## src/rtl/huff_pkg.sv

```systemverilog
// Shared constants and state encoding for the Huffman tree-build engine.
package huff_pkg;
   localparam int unsigned NSYM = 8;
   localparam int unsigned WW   = 16;
   localparam int unsigned SW   = WW + $clog2(NSYM);
   localparam int unsigned NN   = 2 * NSYM - 1;
   localparam int unsigned LW   = $clog2(NSYM);
   localparam int unsigned NW   = $clog2(NN);

   typedef enum logic [1:0] {IDLE, SCAN, MERGE, DONE} state_t;
endpackage

```

## src/rtl/huff_min2_tracker.sv

```systemverilog
// Tracks the two lowest-weight nodes seen in a serial scan; ties keep the earlier node.
module huff_min2_tracker
   import huff_pkg::*;
(
   input  logic          clk,
   input  logic          rst_n,
   input  logic          clear,
   input  logic          node_valid,
   input  logic [NW-1:0] node_idx,
   input  logic [SW-1:0] node_weight,
   output logic [NW-1:0] min1_idx,
   output logic [NW-1:0] min2_idx,
   output logic [SW-1:0] min1_weight,
   output logic [SW-1:0] min2_weight
);

   logic min1_valid;
   logic min2_valid;

   always_ff @(posedge clk or negedge rst_n) begin
      if (!rst_n) begin
         min1_idx    <= '0;
         min2_idx    <= '0;
         min1_weight <= '0;
         min2_weight <= '0;
         min1_valid  <= 1'b0;
         min2_valid  <= 1'b0;
      end else if (clear) begin
         min1_valid <= 1'b0;
         min2_valid <= 1'b0;
      end else if (node_valid) begin
         if (!min1_valid || (node_weight < min1_weight)) begin
            min2_idx    <= min1_idx;
            min2_weight <= min1_weight;
            min2_valid  <= min1_valid;
            min1_idx    <= node_idx;
            min1_weight <= node_weight;
            min1_valid  <= 1'b1;
         end else if (!min2_valid || (node_weight < min2_weight)) begin
            min2_idx    <= node_idx;
            min2_weight <= node_weight;
            min2_valid  <= 1'b1;
         end
      end
   end

endmodule

```

## src/rtl/huff_tree_sched.sv

```systemverilog
// Tree-build sequencer: serial two-minimum scan per round, then parent creation,
// until the root exists. Node table is readable combinationally.
module huff_tree_sched
   import huff_pkg::*;
(
   input  logic          clk,
   input  logic          rst_n,
   input  logic          ld_en,
   input  logic [LW-1:0] ld_idx,
   input  logic [WW-1:0] ld_weight,
   input  logic          start,
   output logic          busy,
   output logic          done,
   input  logic [NW-1:0] rd_idx,
   output logic [NW-1:0] rd_parent,
   output logic          rd_bit,
   output logic [SW-1:0] rd_weight
);

   state_t        state;
   state_t        state_d;
   logic          busy_d;
   logic          done_d;
   logic [NW-1:0] idx;
   logic [NW-1:0] cnt;
   logic          scan_last;

   logic [SW-1:0] weight [NN];
   logic          active [NN];
   logic [NW-1:0] parent [NN];
   logic          branch [NN];

   logic [NW-1:0] min1_idx;
   logic [NW-1:0] min2_idx;
   logic [SW-1:0] min1_weight;
   logic [SW-1:0] min2_weight;
   logic          trk_clear;
   logic          trk_valid;

   assign scan_last = (idx == (cnt - NW'(1)));
   assign trk_clear = ((state == IDLE) && start) || (state == MERGE);
   assign trk_valid = (state == SCAN) && active[idx];

   huff_min2_tracker u_min2 (
      .clk         (clk),
      .rst_n       (rst_n),
      .clear       (trk_clear),
      .node_valid  (trk_valid),
      .node_idx    (idx),
      .node_weight (weight[idx]),
      .min1_idx    (min1_idx),
      .min2_idx    (min2_idx),
      .min1_weight (min1_weight),
      .min2_weight (min2_weight)
   );

   // State and registered status outputs
   always_ff @(posedge clk or negedge rst_n) begin
      if (!rst_n) begin
         state <= IDLE;
         busy  <= 1'b0;
         done  <= 1'b0;
      end else begin
         state <= state_d;
         busy  <= busy_d;
         done  <= done_d;
      end
   end

   always_comb begin
      state_d = state;
      unique case (state)
         IDLE:    if (start) state_d = SCAN;
         SCAN:    if (scan_last) state_d = MERGE;
         MERGE:   state_d = (cnt == NW'(NN - 1)) ? DONE : SCAN;
         DONE:    state_d = IDLE;
         default: state_d = IDLE;
      endcase
   end

   // Status follows the state being entered so it lines up with the state register
   always_comb begin
      busy_d = 1'b0;
      done_d = 1'b0;
      busy_d = (state_d != IDLE);
      done_d = (state_d == DONE);
   end

   // Node table, scan index and node count
   always_ff @(posedge clk or negedge rst_n) begin
      if (!rst_n) begin
         idx <= '0;
         cnt <= '0;
         for (int unsigned i = 0; i < NN; i++) begin
            weight[i] <= '0;
            active[i] <= 1'b0;
            parent[i] <= '0;
            branch[i] <= 1'b0;
         end
      end else begin
         unique case (state)
            IDLE: begin
               if (ld_en) weight[ld_idx] <= SW'(ld_weight);
               if (start) begin
                  for (int unsigned i = 0; i < NN; i++) active[i] <= (i < NSYM);
                  cnt <= NW'(NSYM);
                  idx <= '0;
               end
            end
            SCAN: idx <= idx + NW'(1);
            MERGE: begin
               weight[cnt]      <= min1_weight + min2_weight;
               active[cnt]      <= 1'b1;
               active[min1_idx] <= 1'b0;
               active[min2_idx] <= 1'b0;
               parent[min1_idx] <= cnt;
               parent[min2_idx] <= cnt;
               branch[min1_idx] <= 1'b0;
               branch[min2_idx] <= 1'b1;
               if (cnt == NW'(NN - 1)) parent[cnt] <= cnt;
               cnt <= cnt + NW'(1);
               idx <= '0;
            end
            default: ;
         endcase
      end
   end

   // Combinational read port; out-of-range indices read as zero
   always_comb begin
      rd_parent = '0;
      rd_bit    = 1'b0;
      rd_weight = '0;
      if (rd_idx < NW'(NN)) begin
         rd_parent = parent[rd_idx];
         rd_bit    = branch[rd_idx];
         rd_weight = weight[rd_idx];
      end
   end

endmodule

```

## config.mk

```make
export PLATFORM = sky130hd
export DESIGN_NAME = huff_tree_sched
export DESIGN_NICKNAME = d
export VERILOG_FILES = /design/src/rtl/huff_pkg.sv /design/src/rtl/huff_min2_tracker.sv /design/src/rtl/huff_tree_sched.sv
export SDC_FILE = /design/constraint.sdc
export NUM_CORES = 1
export LEC_CHECK = 0
export ABC_CLOCK_PERIOD_IN_PS = 6390
export BUFFER_PORTS_ARGS = -buffer_cell sky130_fd_sc_hd__buf_2
export CAP_MARGIN = 5
export CORE_MARGIN = 2
export CORE_UTILIZATION = 30
export DETAILED_ROUTE_END_ITERATION = 16
export PLACE_DENSITY = 0.4
export SLEW_MARGIN = 25
export SYNTH_ARGS = -nofsm -noshare
export SYNTH_HDL_FRONTEND = slang
export SYNTH_SLANG_ARGS = --single-unit
```

## constraint.sdc

```tcl
create_clock -name clk -period 6.39 [get_ports clk]
set_input_delay 1.278 -clock clk [delete_from_list [all_inputs] [get_ports clk]]
set_output_delay 1.278 -clock clk [all_outputs]
set_load 0.01 [all_outputs]
```

Yosys cells after proc, flatten, opt, wreduce, memory -nomap -nowiden. Index checks and enable logic that the tools add are counted.

Register bits after elaboration: 435. Input bits: 27. Output and inout bits: 26. Word-level logic and storage cells: 199.

$add $sub $neg: 4. Order comparisons: 13. Eq/ne operators: 8. Muxes and demuxes: 63. Bitwise operators: 14. Reduce and logical (&&, ||, !) cells: 26.

Operators by type and width (number): $bwmux 285 (2); $pmux 285 s2 (1); $mux 285 (1); $bwmux 60 (3); $mux 19 (9); $bmux 19 s4 (2); $demux 19 s4 (2); $mux 60 (1); $demux 4 s4 (3); $and 15x15->15 (3); $mux 4 (10); $lt 19x19->1 (2); $not 15->15 (2); $or 15x15->15 (2); $pmux 15 s2 (1); $ge 5x5->1 const B (5); $not 4->5 (5); $add 19x19->19 (1); $bmux 4 s4 (1); $lt 5x1->1 const B (3); $mux 1 (15); $mux 15 (1); $demux 1 s4 (3); $pmux 4 s3 (1); 24 further kinds (49).

Longest topological paths before layout. Gate-level depths: netlist of run 1.

Depth after elaboration: 10. Depth in mapped cells: 19. Mapped depth without buffers: 13.

Modules after synthesis. A second synthesis of run 1 with hierarchy kept.

Cells, all modules: 2238. Area, all modules: 24519.8 µm².

By module, submodules not included: huff_tree_sched (times used 1, cells an instance 1935, area each 21644.5 µm², sequential area each 9684.3 µm²); huff_min2_tracker (times used 1, cells an instance 303, area each 2875.3 µm², sequential area each 1201.2 µm²).

Worst setup path after synthesis of run 1. No wires, ideal clock.

Kind: input to output. Start point: input rd_idx[0]. End point: output rd_weight[4]. Arrival: 3.252 ns. Required time: 5.112 ns. Setup slack: 1.860 ns. Cell stages on the path: 6. Path through: clkbuf_1 > buf_1 > buf_2 > mux4_2 > mux2i_1 > o22ai_1.

Cells in the longest elaborated chain, start to end: 5. Elaborated cells between the ends (all ways): 6.

RTL lines: start, declared (line huff_tree_sched.sv:14) `input logic [NW-1:0] rd_idx,`; $not 4->5 (implied by the code) (line huff_tree_sched.sv:137) `rd_weight = weight[rd_idx];`; $bmux 19 s4 (line huff_tree_sched.sv:137); $mux 19 (implied by the code) (2 in series) (line huff_tree_sched.sv:137); $mux 19 * (line huff_tree_sched.sv:134) `if (rd_idx < NW'(NN)) begin`; end, declared (line huff_tree_sched.sv:17) `output logic [SW-1:0] rd_weight`.

Every way passes the cells marked *; elsewhere a longest branch is shown, timed or not. The select of a mux whose other input is x is not followed.

Worst setup path in the final report of run 1.
Start point: register idx[1]. End point: register u_min2.min2_weight[9].

Cells in the longest elaborated chain, start to end: 8. Elaborated cells between the ends (all ways): 16.

RTL lines: start, declared (line huff_tree_sched.sv:24) `logic [NW-1:0] idx;`; start signal, assigned (line huff_tree_sched.sv:110) `SCAN: idx <= idx + NW'(1);`; $not 4->5 (implied by the code) * (line huff_tree_sched.sv:50) `.node_weight (weight[idx]),`; $bmux 19 s4 * (line huff_tree_sched.sv:50); $mux 19 (implied by the code) * (2 in series) (line huff_tree_sched.sv:50); via u_min2.node_weight[2] (line huff_min2_tracker.sv:10) `input logic [SW-1:0] node_weight,`; $lt 19x19->1, on equally long branches (line huff_min2_tracker.sv:39, huff_min2_tracker.sv:32); $logic_or 1x1->1, on equally long branches (line huff_min2_tracker.sv:39, huff_min2_tracker.sv:32); $reduce_bool 2->1 (no source line); $reduce_and 3->1 (no source line); end signal, assigned (line huff_min2_tracker.sv:34) `min2_weight <= min1_weight;`; end signal, assigned (line huff_min2_tracker.sv:41) `min2_weight <= node_weight;`; end, declared (line huff_min2_tracker.sv:14) `output logic [SW-1:0] min2_weight`.

Mark *: on every way through the listed nets, which the timed path passes. The rest lies on a longest branch. The select of a mux whose other input is x is not followed. A chain may end at the register's enable or synchronous reset.

==> metrics.md, run 1 <==
| Metric | Value |
|---|---|
| Total track usage | a little under a quarter |
| Row Count | 105 |
| Final worst-path cycle share | 82.3% |
| Area of the multi-input gates | 13000 sq um |
| Initial DRT Pass Iterations | 5 |
| Seq pwr share | a little under a third |
| Drc violations | 0 |
| Setup violators final | 0 |
| CP max stage delay | 0.94 ns |
| Die Span X | approximately 290 microns |
| Final ANT Viol Nets | 0 |
| #FFs+latches synth | around 440 |
| Synthesized Nets | around 2.4k |
| NetSw | 6.53 mW |
| Register area share after synthesis | between 40% and 50% |
| Synth area leader | dfrtp_1 |
| Peak supply drop | 0.356 mV |
| Fmax | approximately 190 MHz |
| CP Data Required Time | 6.85 ns |
| Clock skew | roughly 0.023 ns |
| Internal power | 8.12 mW |
| Synth unique cells | 65 |
| Clock transition at path regs | ~0.06 ns |
| Outcome | complete, no violations |
| Wire per inst | between 20 and 30 microns |
| EDFF count, synth | 0 |
| Worst Tran Pin Value | 1.11 ns |
| Area contributors post-synth | dfrtp_1, mux4_2, o21ai_0 |
| CTS Sinks | ~440 |
| R2r worst-path depth | 15 |
| Min-Delay Path Depth | 2 |
| Drt total wl | around 100000 microns |
| Post-Route Setup TNS | 0 ns |
| Sw Share | 44.6% |
| Fillers | around 8.3k |
| Yosys top cell area share | 43.9% |
| Initial antenna violation count | 1 |
| DR iter-0 viols | 1838 |
| Total global routing overflow | 0 |
| Startpoint Class | flip-flop |
| Final WS setup | around 1.1 ns |
| P_leak | 11.9 nW |
| Post-synth top flop | dfrtp_1 |
| TritonCTS Buffers | 53 |
| Dpl hpwl | 63300 microns |
| Critical path's slowest cell | nor2b_2 |
| CP Buf/Inv Count | 3 |
| Place WS | 1.01 ns |
| Die Ht | 291 microns |
| Combinational power share | 49.6% |
| Global-route wire length before repair | 146000 microns |
| CTS resizes | 0 |
| Die Area | 84900 sq um |
| Vias | 19.8k |
| Share of post-route cells with drive strength above 1 | 19.7% |
| Max FO, Critical Path | 46 |
| Vias in the first global route | 19.9k |
| Reg2reg setup slack | roughly 1.1 ns |
| GP Congestion | roughly 0.82 |
| Clk pwr share | 20.3% |
| Mapped Cells | 2354 |
| Hold crit path type | reg2reg |
| Register area | between 10000 and 15000 sq um |
| Critical path cell sequence | nor2b_2, buf_4, nand2_1, o21ai_0, mux4_2, ha_1, a21o_1, a221oi_1, o21ai_0, o31ai_4, buf_4, o21ai_4, buf_4, nand2_1, o21ai_0 |
| Vias per cell | about 5.8 |
| Pwr Density | between 500 and 600 nW/um^2 |
| Largest net degree at the start of global routing | 129 |
| Slew Viols, Final | 0 |
| Crit end category | flip-flop |
| H-tree depth | 2 |
| Type of the worst setup path | reg2reg |
| Clock tree from TritonCTS | done |
| CORE AREA | between 80000 and 90000 sq um |
| Reg-to-Reg End | u_min2.min2_weight[9]$_DFFE_PN0P_ |
| Max Cap Viol | 0 |
| Hold EP | parent[20]$_DFFE_PN0P_ |
| Overall Power | 14.6 mW |
| Worst path top cell family by delay | compound AO/OA/AOI/OAI gates |
| Ys Warns | 0 |
| Hold Buf Count CTS | 0 |
| Max transition margin | between 20% and 30% |
| Setup bufs post-CTS | 0 |
| Final hold violation count | 0 |
| Clock latency on the worst-skew pair | 0.62 ns |
| Synthesized area | 24800 sq um |
| CTS Buffer Depth | 3 |
| Buffers on Ports | 52 |
| Clock root cell | clkbuf_16 |
| Worst EP arrival | between 5 and 6 ns |
| Syn Area/Cell | 10.5 sq um |
| Top-level port count | 53 |
| Post-synth ARST share | 100% |
| NumNets Final | 2411 |
| Starting Density | 30.2% |
| Min Tclk post-route | 5.26 ns |
| Worst r2r src | idx[1]$_DFFE_PN0P_ |
| RSZ-0062 raised after global routing | false |
| Hold Path Origin | parent[20]$_DFFE_PN0P_ |
| Area growth, synth to finish | 13.1% |
==> cell type report <==
class / count / area share [%]
clock inverter: 16 / 0.433
tap: 1070 / 4.78
antenna: 2 / 0.0179
inverter: 54 / 0.723
multi-input combinational: 1657 / 46.4
timing repair buffer: 122 / 3.31
sequential: 435 / 38.9
clock buffer: 74 / 5.52
==> layout by cell type (no fill, tap or decap), types with 22 or more instances in the layout <==
| cell type | Yosys | final |
|---|---|---|
| dfrtp_1 | 435 | 432 |
| o21ai_0 | 341 | 341 |
| nand2_1 | 317 | 314 |
| mux4_2 | 156 | 156 |
| mux2i_1 | 108 | 108 |
| a21oi_1 | 85 | 84 |
| nor2_1 | 73 | 69 |
| a22oi_1 | 65 | 65 |
| buf_4 | 5 | 63 |
| ha_1 | 60 | 60 |
| mux2_2 | 58 | 58 |
| clkbuf_16 | 0 | 54 |
| inv_1 | 53 | 52 |
| buf_2 | 17 | 48 |
| nand3_1 | 47 | 42 |
| nor3_1 | 37 | 36 |
| o22ai_1 | 34 | 34 |
| o211ai_1 | 24 | 24 |
| and2_1 | 22 | 22 |
==> metrics by stage <==
stage / cell area, sq um / std cells / hold slack [ns] / util, %
after floorplan: 24800 / 2354 / 0.443 / -
after global placement: 26300 / 3337 / 0.460 / 32.0
after detailed placement: 26300 / 3337 / 0.471 / 32.1
after CTS: 28000 / 3427 / 0.484 / 34.1
after global routing: 28000 / 3428 / 0.502 / 34.2
final: 28000 / 3430 / 0.482 / 34.2
==> flip-flops by register name (all words and copies together), names as in the netlist, 2 cells and up, named ones only <==
| register | cells |
|---|---|
| u_min2.min1_weight | 19 |
| u_min2.min2_idx | 4 |
| active | 15 |
| u_min2.min1_idx | 4 |
| cnt | 4 |
| weight | 285 |
| branch | 15 |
| idx | 4 |
| parent | 56 |
| state | 2 |
| u_min2.min2_weight | 19 |
==> worst max path at each step <==
stage,from,to,cells after the start,slack [ns]
detailed placement,idx[0]$_DFFE_PN0P_,u_min2.min2_weight[8]$_DFFE_PN0P_,15,1.01
global placement,idx[0]$_DFFE_PN0P_,u_min2.min2_weight[7]$_DFFE_PN0P_,15,1.08
finish,idx[1]$_DFFE_PN0P_,u_min2.min2_weight[9]$_DFFE_PN0P_,15,1.13
global route,idx[1]$_DFFE_PN0P_,u_min2.min2_weight[8]$_DFFE_PN0P_,15,0.87
CTS,idx[0]$_DFFE_PN0P_,u_min2.min2_weight[9]$_DFFE_PN0P_,15,0.95
floorplan,rd_idx[0],rd_weight[4],6,1.86
==> cells by family (layout without fill, tap and decap cells) <==
| family | Yosys count | in the layout | share of synthesized area [%] |
|---|---|---|---|
| simple gates | 577 | 577 | 10.4 |
| fa+ha+maj | 61 | 61 | 3.11 |
| xor+xnor | 22 | 22 | 0.778 |
| flops | 435 | 435 | 43.9 |
| mux | 337 | 337 | 21.9 |
| compound gates | 660 | 660 | 15.6 |
| buf+inv | 262 | 266 | 4.25 |
| other cells | 0 | 2 | 0 |
==> metal layers <==
layer	wire (microns)	track usage, %
met1	45300	33.0
met2	44200	35.7
met3	7850	6.05
met4	3740	8.61
met5	0	0.284
==> power by group through the flow <==
| stage | sequential (mW) | clock, mW | combinational, mW |
|---|---|---|---|
| floorplan | 4.00 | 0 | 5.01 |
| global placement | 4.47 | 0 | 7.01 |
| detailed placement | 4.49 | 0 | 7.12 |
| CTS | 4.45 | 3.06 | 7.15 |
| global route | 4.52 | 3.16 | 7.87 |
| finish | 4.41 | 2.97 | 7.26 |
==> synthesized netlist by cell type (all sizes together), types with 34 or more instances <==
master    n
a21oi    85
a22oi    65
buf      45
clkbuf  163
dfrtp   435
ha       60
inv      53
mux2     73
mux2i   108
mux4    156
nand2   318
nand3    47
nor2     73
nor3     37
o21ai   363
o22ai    34
==> tightest hold or removal path, stage by stage (launching register included) <==
cell	delay, ns
dfrtp_1	0.34
nand2_1	0.05
o21ai_0	0.06
Note: power is estimated with default switching activity, not from simulation.
==> run 2, diff against run 1 <==
--- a/config.mk
+++ b/config.mk
@@ -5,7 +5,7 @@
 export SDC_FILE = /design/constraint.sdc
 export NUM_CORES = 1
 export LEC_CHECK = 0
-export ABC_CLOCK_PERIOD_IN_PS = 6390
+export ABC_CLOCK_PERIOD_IN_PS = 5200
 export BUFFER_PORTS_ARGS = -buffer_cell sky130_fd_sc_hd__buf_2
 export CAP_MARGIN = 5
 export CORE_MARGIN = 2
==> constraint.sdc (replaced) <==
create_clock -name clk -period 5.2 [get_ports clk]
set_input_delay 1.04 -clock clk [delete_from_list [all_inputs] [get_ports clk]]
set_output_delay 1.04 -clock clk [all_outputs]
set_load 0.01 [all_outputs]
==> run 2 against run 1 <==
Net effect:
- routed wire length is 2.8% lower
- via count increased by 0.87%
- maximum frequency increased by 15%
- sequential share of layout area is 0.54 points lower
- critical path depth decreased by 4
- clock skew is 0.0099 ns higher
- worst setup slack worse by 0.50 ns
- sequential power rose by 22%
- sequential cell count stayed put
- critical endpoint is now u_min2.min1_weight[3]$_DFFE_PN0P_
==> metrics.md, run 2 (synthesis results as in run 1) <==
| Metric | Value |
|---|---|
| Final worst-path cycle share | 87.9% (was 82.3%) |
| GP Congestion | 0.855 (was 0.823) |
| Clock root cell | clkbuf_16 (unchanged) |
| CP max stage delay | 0.66 ns (was 0.94 ns) |
| Reg2reg setup slack | 0.63 ns (was 1.13 ns) |
| Clk pwr share | 22.6% (was 20.3%) |
| Initial antenna violation count | 2 (was 1) |
| CTS resizes | 0 (unchanged) |
| Fmax | 219 MHz (was 190 MHz) |
| Clock tree from TritonCTS | done (unchanged) |
| Row Count | 105 (unchanged) |
| Max FO, Critical Path | 31 (was 46) |
| Fillers | 8306 (was 8254) |
| Buffers on Ports | 52 (unchanged) |
| CTS Sinks | 435 (unchanged) |
| Top-level port count | 53 (unchanged) |
| Vias per cell | 5.78 (was 5.77) |
| Die Ht | 291 microns (unchanged) |
| Max Cap Viol | 0 (unchanged) |
| Vias | 20.0k (was 19.8k) |
| Final instance area | 28400 sq um (was 28000 sq um) |
| Max transition margin | 29.0% (was 25.4%) |
| P_leak | 12.1 nW (was 11.9 nW) |
| RSZ-0062 raised after global routing | false (unchanged) |
| NumNets Final | 2426 (was 2411) |
| DP Area | 26500 sq um (was 26300 sq um) |
| Die Area | 84900 sq um (unchanged) |
| CORE AREA | 82000 sq um (unchanged) |
| Critical path's slowest cell | dfrtp_4 (was nor2b_2) |
| Die Span X | 291 microns (unchanged) |
| Drc violations | 0 (unchanged) |
| Type of the worst setup path | reg2reg (unchanged) |
| Final ANT Viol Nets | 0 (unchanged) |
| Clock latency on the worst-skew pair | 0.63 ns (was 0.62 ns) |
| Share of post-route cells with drive strength above 1 | 20.4% (was 19.7%) |
| Most common cell after layout, fill and taps aside | dfrtp_1 (unchanged) |
| Area of the multi-input gates | 13000 sq um (about the same) |
| Drt total wl | 98300 microns (was 101000 microns) |
| Sw Share | 43.2% (was 44.6%) |
| Commonest non-fill, non-tap cells in the layout | dfrtp_1, o21ai_0, nand2_1 (unchanged) |
| Biggest regs | weight x285, parent x56 (unchanged) |
| Min Tclk post-route | 4.57 ns (was 5.26 ns) |
| Starting Density | 30.2% (unchanged) |
| Most used cell, CP | mux4_2 |
| Hold Buf Count CTS | 0 (unchanged) |
| H-tree depth | 2 (unchanged) |
| Total track usage | 23.3% (was 23.8%) |
| NetSw | 7.91 mW (was 6.53 mW) |
| Combinational power share | 48.1% (was 49.6%) |
| Most crowded layer after global routing | met2 (unchanged) |
| Initial DRT Pass Iterations | 5 (unchanged) |
| Critical path cell sequence | buf_12, mux4_2, mux4_2, ha_1, nand4_1, nor4_1, nand3_1, a21oi_1, o31ai_4, nand2_4, mux2_2 (was nor2b_2, buf_4, nand2_1, o21ai_0, mux4_2, ha_1, a21o_1, a221oi_1, o21ai_0, o31ai_4, buf_4, o21ai_4, buf_4, nand2_1, o21ai_0) |
| CP Data Required Time | 5.69 ns (was 6.85 ns) |
| Ant. Diodes | 0 (was 2) |
| Crit end category | flip-flop (unchanged) |
| Worst Tran Pin Value | 1.06 ns (was 1.11 ns) |
| Hold crit path type | in2async (was reg2reg) |
| Setup bufs post-CTS | 0 (unchanged) |
| Worst EP arrival | 5.07 ns (was 5.72 ns) |
| Area growth, synth to finish | 14.7% (was 13.1%) |
| Reg with most FFs | weight (unchanged) |
| Worst path top cell family by delay | multiplexers (was compound AO/OA/AOI/OAI gates) |
| Register area | 10900 sq um (unchanged) |
| Global-route wire length before repair | 147000 microns (was 146000 microns) |
| Utilization after layout | 34.7% (was 34.2%) |
| Final hold violation count | 0 (unchanged) |
| Dpl hpwl | 64100 microns (was 63300 microns) |
| Grt met3 use | 3.36% (was 6.05%) |
| GR Util met1 | 34.4% (was 33.0%) |
| CP Buf/Inv Count | 1 (was 3) |
| Reg-to-Reg End | u_min2.min1_weight[3]$_DFFE_PN0P_ (was u_min2.min2_weight[9]$_DFFE_PN0P_) |
| Setup violators final | 0 (unchanged) |
| Outcome | complete, no violations (unchanged) |
| Post-Route Setup TNS | 0 ns (unchanged) |
| Wire per inst | 28.5 microns (was 29.5 microns) |
| Vias in the first global route | 20.4k (was 19.9k) |
| Slew Viols, Final | 0 (unchanged) |
| Seq pwr share | 29.3% (was 30.1%) |
| Pwr Density | 644 nW/um^2 (was 523 nW/um^2) |
| Largest net degree at the start of global routing | 100 (was 129) |
| CTS Buffer Depth | 3 (unchanged) |
| Total global routing overflow | 0 (unchanged) |
| Clock skew | 0.0324 ns (was 0.0225 ns) |
| Peak supply drop | 0.418 mV (was 0.356 mV) |
| Overall Power | 18.3 mW (was 14.6 mW) |
| Largest register FFs | 285 (unchanged) |
| Internal power | 10.4 mW (was 8.12 mW) |
| Worst r2r src | idx[0]$_DFFE_PN0P_ (was idx[1]$_DFFE_PN0P_) |
| GR Util met2 | 35.6% (was 35.7%) |
| Startpoint Class | flip-flop (unchanged) |
| R2r worst-path depth | 11 (was 15) |
| DR iter-0 viols | 1893 (was 1838) |
| Clock transition at path regs | 0.06 ns (about the same) |
| TritonCTS Buffers | 54 (was 53) |
run 2: changes by cell type in the layout (fill, tap and decap cells not counted), sizes merged:
cell	delta
buf	+14
bufinv	+6
clkbuf	+10
clkinv	-5
clkinvlp	-1
diode	-2
inv	+1
run 2: layer usage:
layer	up-vias	share of wire [%]
li1	8629	-
met1	10500	47
met2	668	45
met3	152	5.8
met4	0	2.7
met5	-	0
run 2: worst max-delay path by stage:
stage | endpoint | cells after the start | slack, ns | from
after floorplan | u_min2.min1_weight[10]$_DFFE_PN0P_ | 18 | 0.89 | idx[0]$_DFFE_PN0P_
after global placement | u_min2.min1_weight[16]$_DFFE_PN0P_ | 11 | 0.68 | idx[0]$_DFFE_PN0P_
after detailed placement | u_min2.min1_weight[18]$_DFFE_PN0P_ | 11 | 0.57 | idx[0]$_DFFE_PN0P_
after CTS | u_min2.min1_weight[2]$_DFFE_PN0P_ | 11 | 0.54 | idx[0]$_DFFE_PN0P_
after global routing | u_min2.min1_weight[5]$_DFFE_PN0P_ | 11 | 0.30 | idx[0]$_DFFE_PN0P_
final | u_min2.min1_weight[3]$_DFFE_PN0P_ | 11 | 0.63 | idx[0]$_DFFE_PN0P_
run 2: layout make-up:
class | count | share of cell area [%]
inverter | 54 | 0.713
tap | 1070 | 4.71
timing repair buffer | 136 | 3.78
sequential | 435 | 38.3
clock buffer | 84 | 5.86
multi-input combinational | 1657 | 45.7
clock inverter | 17 | 0.938
run 2: worst reg2reg max path: stages, from the launching register on:
cell and delay (ns):
dfrtp_4 0.66, buf_12 0.32, mux4_2 0.57, mux4_2 0.56, ha_1 0.36, nand4_1 0.19
nor4_1 0.47, nand3_1 0.14, a21oi_1 0.24, o31ai_4 0.15, nand2_4 0.39, mux2_2 0.39
run 2: stage by stage:
stage / std cells / worst slack (ns) / hold WS, ns
finish: 3453 / 0.628 / 0.478
detailed placement: 3352 / 0.567 / 0.471
global route: 3453 / 0.298 / 0.496
CTS: 3453 / 0.540 / 0.484
floorplan: 2354 / 0.893 / 0.443
global placement: 3352 / 0.678 / 0.457
run 2: power by group through the flow:
stage          clock [mW]  combinational, mW  sequential, mW
2_1_floorplan           0               6.15            4.92
3_3_place_gp            0               8.62            5.38
3_5_place_dp            0               8.79            5.38
4_1_cts              4.24               8.82            5.34
5_1_grt              4.38               9.62            5.49
6_report             4.13               8.81            5.37
